==> src/rtl/card_game_pkg.sv <==
// Shared types and helpers for the N-player card game controller.
// Holds the FSM state encoding, LFSR taps and the card mapping.
package card_game_pkg;

    typedef enum logic [2:0] {
        IDLE,
        DEAL,
        CHECK,
        WAIT,
        HIT,
        RESULT
    } state_t;

    localparam logic [15:0] LFSR_MASK = 16'hB400;

    function automatic logic [3:0] card_of(
        input logic [15:0] lfsr,
        input int          card_max
    );
        return 4'(lfsr % 16'(card_max)) + 4'd1;
    endfunction

endpackage

==> src/rtl/card_game_np_if.sv <==
// Board-side bundle: qualified button/MORE inputs in, card and result
// strobes out towards the display driver.
interface card_game_np_if #(
    parameter int NUM_PLAYERS = 4,
    parameter int MAX_HAND    = 21,
    parameter int CARD_MAX    = 10
);
    localparam int PID_W = $clog2(NUM_PLAYERS);
    localparam int SUM_W = $clog2(MAX_HAND + CARD_MAX + 1);

    logic                   IN_VALID;
    logic                   BUTTON;
    logic [NUM_PLAYERS-1:0] MORE;
    logic                   OUT_VALID;
    logic [3:0]             CARD;
    logic [PID_W-1:0]       PLAYER;
    logic                   RES_VALID;
    logic [PID_W-1:0]       WIN_ID;
    logic                   TIE;
    logic [SUM_W-1:0]       SUM;

    modport master (
        output IN_VALID, BUTTON, MORE,
        input  OUT_VALID, CARD, PLAYER, RES_VALID, WIN_ID, TIE, SUM
    );

    modport slave (
        input  IN_VALID, BUTTON, MORE,
        output OUT_VALID, CARD, PLAYER, RES_VALID, WIN_ID, TIE, SUM
    );

endinterface

==> src/rtl/card_lfsr.sv <==
// Free-running 16-bit Galois LFSR turned into a card value 1..CARD_MAX.
// Steps every cycle so the deal order depends on when the game starts.
module card_lfsr
    import card_game_pkg::*;
#(
    parameter logic [15:0] SEED     = 16'hACE1,
    parameter int          CARD_MAX = 10
)(
    input  logic       CLK,
    input  logic       RESET,
    output logic [3:0] o_card
);

    logic [15:0] r_lfsr;

    always_ff @(posedge CLK) begin
        if (RESET) begin
            r_lfsr <= SEED;
        end else begin
            r_lfsr <= (r_lfsr >> 1) ^ (r_lfsr[0] ? LFSR_MASK : 16'h0000);
        end
    end

    assign o_card = card_of(r_lfsr, CARD_MAX);

endmodule

==> src/rtl/card_game_np.sv <==
// N-player blackjack-style controller: deals, serves hit masks,
// eliminates busts and reports the unique highest hand or a tie.
module card_game_np
    import card_game_pkg::*;
#(
    parameter int          NUM_PLAYERS = 4,
    parameter int          MAX_HAND    = 21,
    parameter int          CARD_MAX    = 10,
    parameter logic [15:0] SEED        = 16'hACE1
)(
    input  logic          CLK,
    input  logic          RESET,
    card_game_np_if.slave bus
);

    localparam int PID_W = $clog2(NUM_PLAYERS);
    localparam int SUM_W = $clog2(MAX_HAND + CARD_MAX + 1);

    state_t                 r_state;
    state_t                 w_state_n;
    logic                   r_iv;
    logic                   r_btn;
    logic [NUM_PLAYERS-1:0] r_more;
    logic [SUM_W-1:0]       r_hand [NUM_PLAYERS];
    logic [NUM_PLAYERS-1:0] r_bust;
    logic [NUM_PLAYERS-1:0] r_req;
    logic [PID_W-1:0]       r_p;
    logic                   r_ov;
    logic                   r_rv;
    logic                   r_tie;
    logic [3:0]             r_card;
    logic [PID_W-1:0]       r_player;
    logic [PID_W-1:0]       r_win;
    logic [SUM_W-1:0]       r_sum;

    logic                   w_go;
    logic                   w_last;
    logic [3:0]             w_card;
    logic [SUM_W-1:0]       w_add;
    logic [NUM_PLAYERS-1:0] w_bust_n;
    logic [NUM_PLAYERS-1:0] w_req;
    logic [NUM_PLAYERS-1:0] w_rest;
    logic [PID_W:0]         w_alive;
    logic [PID_W-1:0]       w_low_req;
    logic [PID_W-1:0]       w_low_rest;
    logic [SUM_W-1:0]       w_max;
    logic [PID_W-1:0]       w_win;
    logic [PID_W:0]         w_cnt;
    logic                   w_tie;

    card_lfsr #(
        .SEED     (SEED),
        .CARD_MAX (CARD_MAX)
    ) u_lfsr (
        .CLK    (CLK),
        .RESET  (RESET),
        .o_card (w_card)
    );

    assign w_go   = r_iv & r_btn;
    assign w_last = (r_p == PID_W'(NUM_PLAYERS - 1));
    assign w_add  = r_hand[r_p] + SUM_W'(w_card);
    assign w_req  = r_more & ~r_bust;

    always_comb begin
        w_bust_n   = r_bust;
        w_alive    = '0;
        w_rest     = r_req;
        w_low_req  = '0;
        w_low_rest = '0;
        w_max      = '0;
        w_win      = '0;
        w_cnt      = '0;
        w_rest[r_p] = 1'b0;
        for (int i = 0; i < NUM_PLAYERS; i++) begin
            if (r_hand[i] > SUM_W'(MAX_HAND)) w_bust_n[i] = 1'b1;
            if (!w_bust_n[i]) w_alive = w_alive + 1'b1;
        end
        for (int i = NUM_PLAYERS - 1; i >= 0; i--) begin
            if (w_req[i])  w_low_req  = PID_W'(i);
            if (w_rest[i]) w_low_rest = PID_W'(i);
        end
        // Busts are already folded into r_bust by the time RESULT runs.
        for (int i = 0; i < NUM_PLAYERS; i++) begin
            if (!r_bust[i]) begin
                if (w_cnt == '0 || r_hand[i] > w_max) begin
                    w_max = r_hand[i];
                    w_win = PID_W'(i);
                    w_cnt = (PID_W+1)'(1);
                end else if (r_hand[i] == w_max) begin
                    w_cnt = w_cnt + 1'b1;
                end
            end
        end
        w_tie = (w_cnt != (PID_W+1)'(1));
    end

    always_comb begin
        w_state_n = r_state;
        unique case (r_state)
            IDLE:   if (w_go) w_state_n = DEAL;
            DEAL:   if (w_last) w_state_n = CHECK;
            CHECK:  w_state_n = (w_alive < (PID_W+1)'(2)) ? RESULT : WAIT;
            WAIT:   if (w_go) w_state_n = (w_req == '0) ? RESULT : HIT;
            HIT:    if (w_rest == '0) w_state_n = CHECK;
            RESULT: w_state_n = IDLE;
            default: w_state_n = IDLE;
        endcase
    end

    always_ff @(posedge CLK) begin
        if (RESET) r_state <= IDLE;
        else       r_state <= w_state_n;
    end

    always_ff @(posedge CLK) begin
        if (RESET) begin
            r_iv     <= 1'b0;
            r_btn    <= 1'b0;
            r_more   <= '0;
            r_bust   <= '0;
            r_req    <= '0;
            r_p      <= '0;
            r_ov     <= 1'b0;
            r_rv     <= 1'b0;
            r_tie    <= 1'b0;
            r_card   <= '0;
            r_player <= '0;
            r_win    <= '0;
            r_sum    <= '0;
            for (int i = 0; i < NUM_PLAYERS; i++) r_hand[i] <= '0;
        end else begin
            r_iv   <= bus.IN_VALID;
            r_btn  <= bus.BUTTON;
            r_more <= bus.MORE;
            r_ov   <= 1'b0;
            r_rv   <= 1'b0;
            unique case (r_state)
                IDLE: begin
                    if (w_go) begin
                        r_bust <= '0;
                        r_p    <= '0;
                        for (int i = 0; i < NUM_PLAYERS; i++) r_hand[i] <= '0;
                    end
                end
                DEAL: begin
                    r_hand[r_p] <= w_add;
                    r_ov        <= 1'b1;
                    r_card      <= w_card;
                    r_player    <= r_p;
                    if (!w_last) r_p <= r_p + 1'b1;
                end
                CHECK: r_bust <= w_bust_n;
                WAIT: begin
                    if (w_go && w_req != '0) begin
                        r_req <= w_req;
                        r_p   <= w_low_req;
                    end
                end
                HIT: begin
                    r_hand[r_p] <= w_add;
                    r_ov        <= 1'b1;
                    r_card      <= w_card;
                    r_player    <= r_p;
                    r_req       <= w_rest;
                    r_p         <= w_low_rest;
                end
                RESULT: begin
                    r_rv  <= 1'b1;
                    r_tie <= w_tie;
                    r_win <= w_tie ? '0 : w_win;
                    r_sum <= w_tie ? '0 : w_max;
                end
                default: ;
            endcase
        end
    end

    assign bus.OUT_VALID = r_ov;
    assign bus.CARD      = r_card;
    assign bus.PLAYER    = r_player;
    assign bus.RES_VALID = r_rv;
    assign bus.WIN_ID    = r_win;
    assign bus.TIE       = r_tie;
    assign bus.SUM       = r_sum;

endmodule

==> src/flat_wrapper.sv <==
// flat-port wrapper written by rule: the top's interface ports become plain ports
module card_game_np_flat import card_game_pkg::*;
#(
    parameter int          NUM_PLAYERS = 4,
    parameter int          MAX_HAND    = 21,
    parameter int          CARD_MAX    = 10,
    parameter logic [15:0] SEED        = 16'hACE1
)
  (CLK, RESET, bus_IN_VALID, bus_BUTTON, bus_MORE, bus_OUT_VALID, bus_CARD, bus_PLAYER, bus_RES_VALID, bus_WIN_ID, bus_TIE, bus_SUM);
  card_game_np_if #(.NUM_PLAYERS(NUM_PLAYERS), .MAX_HAND(MAX_HAND), .CARD_MAX(CARD_MAX)) bus_i ();
  input  logic CLK;
  input  logic RESET;
  input wire logic [$bits(bus_i.IN_VALID)-1:0] bus_IN_VALID;
  input wire logic [$bits(bus_i.BUTTON)-1:0] bus_BUTTON;
  input wire logic [$bits(bus_i.MORE)-1:0] bus_MORE;
  output wire logic [$bits(bus_i.OUT_VALID)-1:0] bus_OUT_VALID;
  output wire logic [$bits(bus_i.CARD)-1:0] bus_CARD;
  output wire logic [$bits(bus_i.PLAYER)-1:0] bus_PLAYER;
  output wire logic [$bits(bus_i.RES_VALID)-1:0] bus_RES_VALID;
  output wire logic [$bits(bus_i.WIN_ID)-1:0] bus_WIN_ID;
  output wire logic [$bits(bus_i.TIE)-1:0] bus_TIE;
  output wire logic [$bits(bus_i.SUM)-1:0] bus_SUM;
  assign bus_i.IN_VALID = bus_IN_VALID;
  assign bus_i.BUTTON = bus_BUTTON;
  assign bus_i.MORE = bus_MORE;
  assign bus_OUT_VALID = bus_i.OUT_VALID;
  assign bus_CARD = bus_i.CARD;
  assign bus_PLAYER = bus_i.PLAYER;
  assign bus_RES_VALID = bus_i.RES_VALID;
  assign bus_WIN_ID = bus_i.WIN_ID;
  assign bus_TIE = bus_i.TIE;
  assign bus_SUM = bus_i.SUM;
  card_game_np #(.NUM_PLAYERS(NUM_PLAYERS), .MAX_HAND(MAX_HAND), .CARD_MAX(CARD_MAX), .SEED(SEED)) u_core (.CLK(CLK), .RESET(RESET), .bus(bus_i));
endmodule
==> config.mk <==
export PLATFORM = sky130hd
export DESIGN_NAME = card_game_np_flat
export DESIGN_NICKNAME = d
export VERILOG_FILES = /design/src/rtl/card_game_pkg.sv /design/src/rtl/card_game_np_if.sv /design/src/rtl/card_lfsr.sv /design/src/rtl/card_game_np.sv /design/src/flat_wrapper.sv
export SDC_FILE = /design/constraint.sdc
export NUM_CORES = 1
export LEC_CHECK = 0
export BUFFER_PORTS_ARGS = -buffer_cell sky130_fd_sc_hd__clkbuf_2
export CAP_MARGIN = 10
export CORE_MARGIN = 2
export CORE_UTILIZATION = 40
export CTS_CLUSTER_SIZE = 10
export DETAILED_ROUTE_END_ITERATION = 16
export PLACE_DENSITY = 0.61
export SLEW_MARGIN = 20
export SYNTH_ARGS = -nofsm -noshare
export SYNTH_HDL_FRONTEND = slang
export SYNTH_SLANG_ARGS = --single-unit
==> constraint.sdc <==
create_clock -name CLK -period 7.3 [get_ports CLK]
set_input_delay 0.73 -clock CLK [delete_from_list [all_inputs] [get_ports CLK]]
set_output_delay 0.73 -clock CLK [all_outputs]
set_load 0.05 [all_outputs]
Word-level counts from Yosys, hierarchy flattened

Memory sizes are Yosys's and may differ from the RTL's. A register that Yosys moved wholly into a read port is not among the register bits.
Index checks and enable logic that the tools add are counted.

Register bits: 51
Bits in latches: 0
Memory bits (writable): 20
Bits in read-only memories: 0
Bits of input ports: 8
Output and inout bits: 16
Logic and storage cells: 167
Memories kept: 1

Memories:

| name          | depth | bits a word | read ports | clocked after Yosys merged registers in | write ports | line               | text |
|---|---|---|---|---|---|---|---|
| u_core.r_hand | 4     | 5           | 5          | 1                                       | 4           | card_game_np.sv:24 | `logic [SUM_W-1:0] r_hand [NUM_PLAYERS];` |

Add/subtract/negate cells: 9
$mul: 0
Div/mod/pow operators: 1
$lt $le $gt $ge: 10
Equality and inequality tests: 16
Shift operators: 0
Multiplexer cells: 83
Bitwise operators: 11
Reduce and logical (&&, ||, !) cells: 21

Operators by type and width:

| cell                                                   | count |
|---|---|
| 2-to-1 mux 5 bit                                       | 14 |
| 2-to-1 mux 3 bit                                       | 17 |
| 2-to-1 mux 2 bit                                       | 20 |
| 2-to-1 mux 1 bit                                       | 24 |
| > comparator 5 bit, second input constant              | 4 |
| remainder unit 16 x 4 -> 16 bit, second input constant | 1 |
| 2-to-1 mux 16 bit                                      | 1 |
| one-hot mux 4 bit (2 select lines)                     | 2 |
| bitwise XOR 15 x 16 -> 16 bit                          | 1 |
| equality test 5 bit                                    | 3 |
| > comparator 5 bit                                     | 3 |
| one-hot mux 3 bit (5 select lines)                     | 1 |
| adder 3 x 1 -> 3 bit, second input constant            | 4 |
| zero test 3 bit                                        | 4 |
| != test 2 x 1 -> 1 bit, second input constant          | 5 |
| bitwise AND 4 bit                                      | 2 |
| zero test 4 bit                                        | 2 |
| 2-to-1 mux 4 bit                                       | 2 |
| inverter 4 bit                                         | 2 |
| one-hot mux 2 bit (4 select lines)                     | 1 |
| AND reduction 4 bit                                    | 2 |
| nonzero test 4 bit                                     | 2 |
| equality test 3 x 2 -> 1 bit, second input constant    | 2 |
| equality test 3 bit, second input constant             | 2 |
| other kinds (20)                                       | 30 |

Depth between registers and ports, before layout

An unclocked memory read counts as a cell.

Depth after elaboration: 16
Gate-level depth with buffers: 31
Mapped depth without buffers: 29

By module

A second synthesis with hierarchy kept.

Cell total of the unflattened synthesis: 699
Area total of the unflattened synthesis: 5840.6 um^2

By module, submodules not included:

| module       | times used | cells each | area each (um^2) | sequential area each (um^2) |
|---|---|---|---|---|
| card_game_np | 1          | 405        | 3661.0           | 1341.3 |
| card_lfsr    | 1          | 294        | 2179.6           | 320.3 |

Worst setup path after synthesis

OpenSTA, ideal clock, no wires.

Kind: register -> register
Start point: reg u_core.u_lfsr.r_lfsr[13]
End point: mem u_core.r_hand[0][4] (netlist bit), data pin
Library setup time: 255 ps
Arrival: 5681 ps
Required time: 7045 ps
Slack: 1363 ps
Cell stages (with the launch flop): 25
Buffers on the path: 2
Clock period less this slack: 5937 ps
Cell sequence: dfxtp_1 and2b_1 o311a_1 buf_6 maj3_2 a211oi_4 nor3_2 a211o_1 a21o_1 buf_6 a21oi_2 a22oi_4 mux2i_1 or3_4 mux2i_1 a221oi_1 ha_1 nor2_1 a21oi_1 o211a_1 or4_4 ha_1 a21oi_1 xnor2_1 nor2b_1

RTL lines:

| element                  | line               | text |
|---|---|---|
| start: declaration       | card_lfsr.sv:14    | `logic [15:0] r_lfsr;` |
| start signal: assignment | card_lfsr.sv:20    | `r_lfsr <= (r_lfsr >> 1) ^ (r_lfsr[0] ? LFSR_MASK : 16'h0000);` |
| end: declaration         | card_game_np.sv:24 |  |

==> flow_metrics.tcl <==
set metrics [dict create \
    met3_usage_pct 3.86 \
    top_usage_layer "met2" \
    whs_path_depth 2 \
    crit_buf_inv 0 \
    clock_path_buffers 2 \
    finalCoreUtilization_pct 44.2 \
    relSlewSlack_pct 44.8 \
    fin_crit_sh_pct 92.4 \
    crit_required_ns 7.40 \
    critPathKind "flop to flop" \
    tns_ns 0 \
    setup_ws_ns 0.558 \
    cts_sinks 73 \
    drive_above_1_share_pct 12.9 \
    ys.warnings.count 0 \
    fmax_mhz 148 \
    first_pass_iters 5 \
    wl_mm 13.3 \
    min_from "u_core.r_req[0]" \
    met1_usage_pct 25.4 \
    power_density_nw_per_um2 273 \
    avgViaCountPerCell 5.74 \
    grt_pass1_vias 4628 \
    synthCells 669 \
    rsz0062_at_grt "false" \
    path_cells "xnor2_1 -> o311a_2 -> maj3_2 -> a211oi_4 -> o211ai_1 -> o221ai_2 -> a21o_1 -> mux2_1 -> o31a_1 -> mux2i_1 -> or3_4 -> mux2i_1 -> a221oi_1 -> ha_1 -> nor2_1 -> a21oi_1 -> o211a_1 -> or4_4 -> ha_1 -> a21oi_1 -> xnor2_1 -> nor2b_1" \
    grt_start_max_net_pins 51 \
    finalClockSkew_ns 0.00932 \
    antenna_found_initial 0 \
    die_w_um 123 \
    grt_use_met2_pct 30.1 \
    reg2reg_depth 22 \
    layout_common_cells "nor2_1 (64), nand2_1 (55), dfxtp_1 (51), o21ai_0 (43)" \
    drtAntennaViolNets 0 \
    synth-main-ff-cell "dfxtp_1" \
    insertion_delay_ns 0.34 \
    dpl_cell_area_um2 5820 \
    synth-edff-count 20 \
    num-nets-final 711 \
    cts_tree "yes" \
    async_reset_ff_share_pct 0 \
    die_area_um2 15100 \
    ys_types 94 \
    drv_cap 0 \
    final_common_cell "nor2_1" \
    n_antenna_cell 0 \
    synth-seq-area-share_pct 29.5 \
    synth_nets 710 \
    drtIter0Drc 350 \
    coreArea_um2 13800 \
    syn_area_um2 5640 \
    die_h_um 123 \
    place.gp.congestion 0.856 \
    status "complete, no violations" \
    worstHoldPathType "flop to flop" \
    setup_viol 0 \
    vias 4911 \
    grt.total_usage_pct 18.8 \
    htree_num_levels 3 \
    syn2layout_area_growth_pct 8.35 \
    crit_arrival_ns 6.84 \
    portBuffers 23 \
    p_leak_nw 2.45 \
    crit_slowest_cell "dfxtp_1" \
    num_rows 43 \
    ys_ff_latch 73 \
    post-place-ws_ns 0.541 \
    slowest_delay_ns 0.67 \
    cp-end-kind "flop" \
    drc 0 \
    io_pins 24 \
    hold_viol 0 \
    critPathLaunchType "flop" \
    worstReg2RegEnd "u_core.r_hand[0][4]" \
    critPathTopFamily "compound AO/OA/AOI/OAI gates" \
    post-route-min-period_ns 6.74 \
    initial_core_util_pct 40.8 \
    grt_pass1_wl_mm 22.6 \
    cp_max_fo 13 \
    cts_hold_buf 0 \
    dpl.hpwl_mm 9.96 \
    ir_drop_v 0.000124 \
    tightest_slew_ns 0.827 \
    routedWlPerCell_um 15.6 \
    hold_slack_ns 0.471 \
    clock-root-buffer "clkbuf_16" \
    cts_buffers 9 \
    cp.depth 22 \
    worstHoldEndpoint "u_core.r_req[0]" \
    slew_violations 0 \
    globalRouteOverflowTotal 0 \
    rr_startpoint "u_core.u_lfsr.r_lfsr[11]" \
    final_cell_area_um2 6110 \
    avgSynthCellArea_um2 8.43 \
    ff2ff_setup_slack_ns 0.56 \
    clk_pin_slew_ns 0.06 \
]
[layer usage]
metal  up-vias  part of all wire, %
li1       2458                    -
met1      2305                   47
met2       135                   46
met3        13                  5.7
met4         0                  1.1
met5         -                    0
[how the worst max path moves through the flow]
stage / from / to
after floorplan: u_core.u_lfsr.r_lfsr[13] / u_core.r_hand[0][4]
after global placement: u_core.u_lfsr.r_lfsr[13] / u_core.r_hand[3][4]
after detailed placement: u_core.u_lfsr.r_lfsr[13] / u_core.r_hand[1][3]
after CTS: u_core.u_lfsr.r_lfsr[13] / u_core.r_hand[0][4]
after global routing: u_core.u_lfsr.r_lfsr[13] / u_core.r_hand[0][4]
final: u_core.u_lfsr.r_lfsr[11] / u_core.r_hand[0][4]
[registers in the layout, summed over array words and instances (netlist names), named ones only]
signal and cells:
u_core.bus.RES_VALID 1, u_core.bus.OUT_VALID 1, u_core.r_hand 20, u_core.r_p 2, u_core.r_iv 1, u_core.bus.WIN_ID 2
u_core.r_btn 1, u_core.r_more 4, u_core.bus.TIE 1, u_core.u_lfsr.r_lfsr 16, u_core.r_req 4, u_core.bus.SUM 5
u_core.bus.CARD 4, u_core.bus.PLAYER 2, u_core.r_state 3, u_core.r_bust 4
[repair_timing]
| action | CTS | global route |
|---|---|---|
| buffers inserted | 0 | 0 |
| resized for setup | 0 | 4 |
| endpoints found under the hold margin | 0 | 0 |
| endpoints found under the setup margin | 0 | 8 |
[kinds of logic after synthesis]
| logic type | count (synthesis) | share of synthesized area (%) |
|---|---|---|
| fa+ha+maj | 34 | 7.66 |
| compound gates | 190 | 25.0 |
| mux | 21 | 4.93 |
| flops | 73 | 29.5 |
| simple gates | 261 | 24.5 |
| xor+xnor | 20 | 3.11 |
| buf+inv | 70 | 5.35 |
[stage by stage]
stage | total power, mW | cells
after floorplan | 1.13 | 669
after global placement | 1.24 | 839
after detailed placement | 1.26 | 839
after CTS | 1.67 | 855
after global routing | 1.79 | 855
final | 1.67 | 855
[worst min-delay path: cells and delay by family (launching register included)]
family | cells | cell delay [ns]
flops | 1 | 0.30
compound gates | 2 | 0.12
[synthesized netlist by cell type, types with 4 or more instances]
| library cell | instances | area (um2) |
|---|---|---|
| a31oi_1 | 6 | 37.5 |
| and3b_1 | 4 | 35.0 |
| o22ai_1 | 5 | 31.3 |
| nand4_1 | 4 | 25.0 |
| a21oi_1 | 36 | 180 |
| mux2i_1 | 12 | 120 |
| o21a_1 | 5 | 37.5 |
| o21ai_0 | 43 | 215 |
| nor2b_1 | 25 | 156 |
| nor3_1 | 14 | 70.1 |
| o211a_1 | 4 | 40.0 |
| xnor2_1 | 14 | 123 |
| xor2_1 | 6 | 52.6 |
| nand2_1 | 55 | 206 |
| a211oi_1 | 6 | 45.0 |
| nor2_1 | 64 | 240 |
| nand3_1 | 20 | 100 |
| nor3b_1 | 7 | 52.6 |
| o31ai_1 | 6 | 45.0 |
| clkbuf_1 | 25 | 93.8 |
| buf_6 | 4 | 45.0 |
| inv_1 | 35 | 131 |
| o211ai_1 | 4 | 30.0 |
| o21ai_1 | 4 | 20.0 |
| and2_1 | 4 | 25.0 |
| a211o_1 | 5 | 43.8 |
| mux4_2 | 5 | 113 |
| edfxtp_1 | 20 | 601 |
| a21o_1 | 11 | 82.6 |
| ha_1 | 32 | 400 |
| or2_2 | 7 | 43.8 |
| and3_1 | 15 | 93.8 |
| nand2b_1 | 16 | 100 |
| dfxtp_1 | 53 | 1060 |
| buf_2 | 4 | 20.0 |
[area by class of cell]
class / instances / area (um2)
inverters: 35 / 131
repair buffers: 25 / 130
fillers: 1351 / 7720
multi-input cells: 526 / 3680
clock buffers: 9 / 225
well taps: 180 / 225
clock inverters: 7 / 47.5
flip-flops and latches: 73 / 1660
[power breakdown]
group / internal [mW] / switching (mW) / leakage [nW] / total [mW]
combinational: 0.331 / 0.468 / 1.67 / 0.798
clock: 0.229 / 0.173 / 0.131 / 0.402
sequential: 0.434 / 0.0344 / 0.641 / 0.468
No activity file was read; power rests on OpenSTA's default activity.
